[src/rtl/lfsr_sched_pkg.sv]
// Shared types for the LFSR burst scheduler: FSM state encoding and LFSR width.
package lfsr_sched_pkg;

   typedef enum logic [1:0] {IDLE, SEED, RUN, RESP} sched_state_t;

   localparam int unsigned LFSR_W = 8;

endpackage

[src/rtl/rr_arbiter.sv]
// Combinational round-robin arbiter: grants the first requester at or after ptr_i.
module rr_arbiter #(
   parameter int unsigned N    = 2,
   parameter int unsigned IdxW = 2
) (
   input  logic [N-1:0]    req_i,
   input  logic [IdxW-1:0] ptr_i,
   output logic [N-1:0]    gnt_o,
   output logic [IdxW-1:0] gnt_idx_o,
   output logic            gnt_any_o
);

   int unsigned idx;

   always_comb begin
      gnt_o     = '0;
      gnt_idx_o = '0;
      gnt_any_o = 1'b0;
      idx       = 0;
      for (int unsigned k = 0; k < N; k++) begin
         idx = (32'(ptr_i) + k) % N;
         if (!gnt_any_o && req_i[idx]) begin
            gnt_any_o      = 1'b1;
            gnt_o[idx]     = 1'b1;
            gnt_idx_o      = IdxW'(idx);
         end
      end
   end

endmodule

[src/rtl/lfsr_burst_scheduler.sv]
// Arbitrates burst requests onto one shared LFSR, collects its output serially and
// returns each burst as a right-aligned word on a valid/ready response channel.
module lfsr_burst_scheduler
   import lfsr_sched_pkg::*;
#(
   parameter int unsigned NREQ   = 2,
   parameter int unsigned MAXLEN = LFSR_W,
   parameter int unsigned LENW   = 4
) (
   input  logic                 clk_i,
   input  logic                 rst_ni,
   input  logic [NREQ-1:0]      req_valid_i,
   input  logic [NREQ*LENW-1:0] req_len_i,
   input  logic [NREQ-1:0]      req_reseed_i,
   output logic [NREQ-1:0]      req_ready_o,
   output logic                 rsp_valid_o,
   output logic [1:0]           rsp_id_o,
   output logic [MAXLEN-1:0]    rsp_data_o,
   input  logic                 rsp_ready_i,
   output logic                 lfsr_en_o,
   output logic                 lfsr_rst_o,
   input  logic                 lfsr_bit_i,
   output logic                 busy_o
);

   sched_state_t      state_q, state_d;
   logic [1:0]        ptr_q, ptr_d;
   logic [1:0]        id_q, id_d;
   logic [LENW-1:0]   cnt_q, cnt_d;
   logic [MAXLEN-1:0] sr_q, sr_d;

   logic [NREQ-1:0]   gnt;
   logic [1:0]        gnt_idx;
   logic              gnt_any;
   logic [LENW-1:0]   len_sel, len_clamp;
   logic              reseed_sel;

   rr_arbiter #(
      .N    (NREQ),
      .IdxW (2)
   ) u_arb (
      .req_i     (req_valid_i),
      .ptr_i     (ptr_q),
      .gnt_o     (gnt),
      .gnt_idx_o (gnt_idx),
      .gnt_any_o (gnt_any)
   );

   // Mux the granted requester's fields using the one-hot grant.
   always_comb begin
      len_sel = '0;
      for (int unsigned i = 0; i < NREQ; i++) begin
         if (gnt[i]) len_sel = req_len_i[i*LENW +: LENW];
      end
      len_clamp  = (len_sel > LENW'(MAXLEN)) ? LENW'(MAXLEN) : len_sel;
      reseed_sel = |(req_reseed_i & gnt);
   end

   always_comb begin
      state_d     = state_q;
      ptr_d       = ptr_q;
      id_d        = id_q;
      cnt_d       = cnt_q;
      sr_d        = sr_q;
      req_ready_o = '0;
      rsp_valid_o = 1'b0;
      lfsr_en_o   = 1'b0;
      lfsr_rst_o  = 1'b0;
      unique case (state_q)
         IDLE: begin
            if (rst_ni && gnt_any) begin
               req_ready_o = gnt;
               id_d        = gnt_idx;
               cnt_d       = len_clamp;
               sr_d        = '0;
               if (reseed_sel)           state_d = SEED;
               else if (len_clamp != '0) state_d = RUN;
               else                      state_d = RESP;
            end
         end
         SEED: begin
            lfsr_en_o  = 1'b1;
            lfsr_rst_o = 1'b1;
            state_d    = (cnt_q != '0) ? RUN : RESP;
         end
         RUN: begin
            lfsr_en_o = 1'b1;
            sr_d      = {sr_q[MAXLEN-2:0], lfsr_bit_i};
            cnt_d     = cnt_q - LENW'(1);
            if (cnt_q == LENW'(1)) state_d = RESP;
         end
         RESP: begin
            rsp_valid_o = 1'b1;
            if (rsp_ready_i) begin
               state_d = IDLE;
               ptr_d   = (id_q == 2'(NREQ - 1)) ? 2'd0 : id_q + 2'd1;
            end
         end
         default: state_d = IDLE;
      endcase
   end

   always_ff @(posedge clk_i) begin
      if (!rst_ni) begin
         state_q <= IDLE;
         ptr_q   <= '0;
         id_q    <= '0;
         cnt_q   <= '0;
         sr_q    <= '0;
      end else begin
         state_q <= state_d;
         ptr_q   <= ptr_d;
         id_q    <= id_d;
         cnt_q   <= cnt_d;
         sr_q    <= sr_d;
      end
   end

   assign rsp_id_o   = id_q;
   assign rsp_data_o = sr_q;
   assign busy_o     = (state_q != IDLE);

endmodule

[config.mk]
export PLATFORM = sky130hd
export DESIGN_NAME = lfsr_burst_scheduler
export DESIGN_NICKNAME = d
export VERILOG_FILES = /design/src/rtl/lfsr_sched_pkg.sv /design/src/rtl/rr_arbiter.sv /design/src/rtl/lfsr_burst_scheduler.sv
export SDC_FILE = /design/constraint.sdc
export NUM_CORES = 1
export LEC_CHECK = 0
export ABC_AREA = 1
export CAP_MARGIN = 20
export CORE_MARGIN = 3
export CORE_UTILIZATION = 48
export DETAILED_ROUTE_END_ITERATION = 6
export PLACE_DENSITY_LB_ADDON = 0.1
export SYNTH_ARGS = -nofsm -noshare
export SYNTH_HDL_FRONTEND = slang
export SYNTH_SLANG_ARGS = --single-unit
[constraint.sdc]
create_clock -name clk_i -period 2.4 [get_ports clk_i]
set_clock_uncertainty 0.15 [all_clocks]
set_input_delay 0.36 -clock clk_i [delete_from_list [all_inputs] [get_ports clk_i]]
set_output_delay 0.36 -clock clk_i [all_outputs]
set_load 0.01 [all_outputs]
==> out/summary.txt <==
CP endpoint -> req_ready_o[1]
Vias post-DR -> 1,008
Post-CTS Setup Bufs -> 0
Root Driver -> clkbuf_4
CP bufs+invs -> 4
Routed len/inst -> 12.1 um
First-pass GRT wire length -> 4.05 mm
Peak per-stage delay on the critical path -> 0.53 ns
Met3 usage -> 0.0554
Initial Util -> 0.539
Area of the mapped netlist -> 992 um^2
Post-synth EDFFs -> 0
Asr flop ratio synth -> 0
NumNets Final -> 196
CP Class -> in -> out
Reg2reg end -> state_q[0]
N_diodes -> 0
Peak supply drop -> 0.636 mV
Met2 GRT Util -> 0.352
Final Hold Viols -> 0
Crit-path slowest cell -> clkdlybuf4s50_1
Hold depth -> 2
Buffers on Ports -> 30
Avg Cell Area, Syn -> 7.19 um^2
Fill cell count -> 162
Post-layout min period -> 2.29 ns
Top_reg_cell synth -> dfxtp_1
Hold WC Path Type -> reg -> reg
#FFs+latches synth -> 16
Fmax -> 436 MHz
CP delay by family, top -> buffers and inverters
Worst slew pin tran -> 0.626 ns
Max clock buf depth -> 2
Cts repair resizes -> 0
Die Area -> 0.00265 mm^2
Pwr Density -> 832 mW/mm^2
Sequential area share after synthesis -> 0.323
GR peak layer -> met2
Row cnt -> 15
Rel. slew slack -> 0.582
RSZ-0062 raised after global routing -> no
Synth Warn # -> 0
Initial antenna violation count -> 0
Num ports -> 32
Grt total ovfl -> 0
Iteration-0 DRC Markers -> 17
Number of global-route vias before repair -> 964
Die width -> 51.5 um
Share of post-route cells with drive strength above 1 -> 0.128
Critical path fanouts, max -> 3
Clk Latency, worst-skew pair -> 0.29 ns
Commonest cells after routing, fill and taps aside -> nand2_1 (28), clkdlybuf4s50_1 (28), nand3_1 (20)
Synth Net Count -> 161
Yosys cell types -> 23
R2r startpoint -> state_q[0]
Post-Route WL -> 2.39 mm
R2R cell count -> 7
Critical Path AT -> 1.78 ns
Clock sink count -> 16
Worst path depth -> 7
GR Layer Usage met1 -> 0.243
Global-route usage over all layers -> 0.201
# Max-Cap Violations -> 0
Pin count of the biggest net entering global routing -> 15
Hpwl dp -> 1.84 mm
Num CTS Buffers -> 3
Hold_buf cts -> 0
Final core occ -> 0.746
Setup slack, reg-to-reg -> 0.41 ns
CP required -> 1.89 ns
Initial DRT Pass Iterations -> 4
Status -> finished clean
Core area -> 0.00184 mm^2
DRC violations left -> 0
Setup TNS -> 0 ns
CP endpoint kind -> primary output
Synth Instances -> 138
Static Leak -> 0.593 nW
Via/cell ratio -> 5.12
Crit-path cells -> clkdlybuf4s50_1, inv_1, nand2_1, nand2_1, nand3_1, inv_1, clkdlybuf4s50_1
Antenna Nets Post-Route -> 0
Area delta synth->final -> 38.2%
Final slew viol count -> 0
Startpoint types -> primary input
Worst-path clk slew -> 0.09 ns
CTS tree -> done
Final setup fails -> 0
Htree depth -> 1
DIE HEIGHT -> 51.5 um
GP Congestion -> 0.841
Worst Setup SP -> req_valid_i[0]
Period Utilization, post-route -> 0.955
Design Power -> 0.00114 W
==> report_power, final <==
part | leakage, nW | internal (W) | switching, W
Sequential | 0.130 | 0.000309 | 0.0000369
Clock | 0.0210 | 0.0000923 | 0.0000841
Combinational | 0.442 | 0.000255 | 0.000363
==> cells by family after synthesis <==
family	after synthesis	synth area share
flip-flops	16	0.323
AND/OR/NAND/NOR	62	0.293
XOR/XNOR	1	0.00883
adder cells (fa/ha/maj)	7	0.0883
other	1	0.00378
AO/OA/AOI/OAI	30	0.185
buffers and inverters	21	0.0984
==> registers in the layout, summed over array words and instances (netlist names) <==
register    flops
ptr_q           1
rsp_id_o        1
state_q         2
cnt_q           4
rsp_data_o      8
==> worst min-delay path, stage by stage (launching register included) <==
cell	delay (ns)
dfxtp_1	0.32
nand2_1	0.06
a21oi_1	0.05
==> area by class of cell <==
cell class,count,area (um^2),share of cell area
clock buffer,4,36.3,0.0265
inverter,16,60.1,0.0438
multi-input combinational,101,581,0.423
sequential,16,320,0.234
tap,25,31.3,0.0228
timing repair buffer,35,343,0.250
==> worst min-delay path by stage <==
stage / endpoint / slack, ns / startpoint
5_1_grt: rsp_data_o[7] / 0.36 / rsp_data_o[7]
2_1_floorplan: cnt_q[2] / 0.32 / cnt_q[2]
6_report: rsp_data_o[7] / 0.32 / rsp_data_o[7]
3_3_place_gp: rsp_data_o[7] / 0.30 / rsp_data_o[7]
3_5_place_dp: rsp_data_o[7] / 0.30 / rsp_data_o[7]
4_1_cts: rsp_data_o[7] / 0.33 / rsp_data_o[7]
==> metrics by stage <==
step	cell area, um^2	setup slack (ns)	std cells	hold slack, ns
after global placement	1320	0.0495	193	0.302
after global routing	1370	0.0236	197	0.355
after CTS	1360	0.0231	197	0.326
after floorplan	992	0.910	138	0.317
after detailed placement	1320	0.0294	193	0.304
final	1370	0.108	197	0.317
==> cells in the mapped netlist, types with 2 or more instances <==
cell type  number  area (um^2)
clkbuf_1        2         7.51
o21ai_0         6         30.0
a21oi_2         2         17.5
nand3_1        20          100
nand2_2         2         12.5
nand2_1        28          105
dfxtp_1        16          320
o21ai_4         2         32.5
nor2_1          7         26.3
inv_1          15         56.3
ha_1            7         87.6
a21oi_1        19         95.1
buf_6           2         22.5
==> metal layers <==
layer / wire length, um / vias up
met3: 101 / 4
li1: - / 520
met1: 1070 / 459
met2: 1190 / 25
met4: 19 / 0
met5: 0 / -
(Power assumes the default switching activity.)
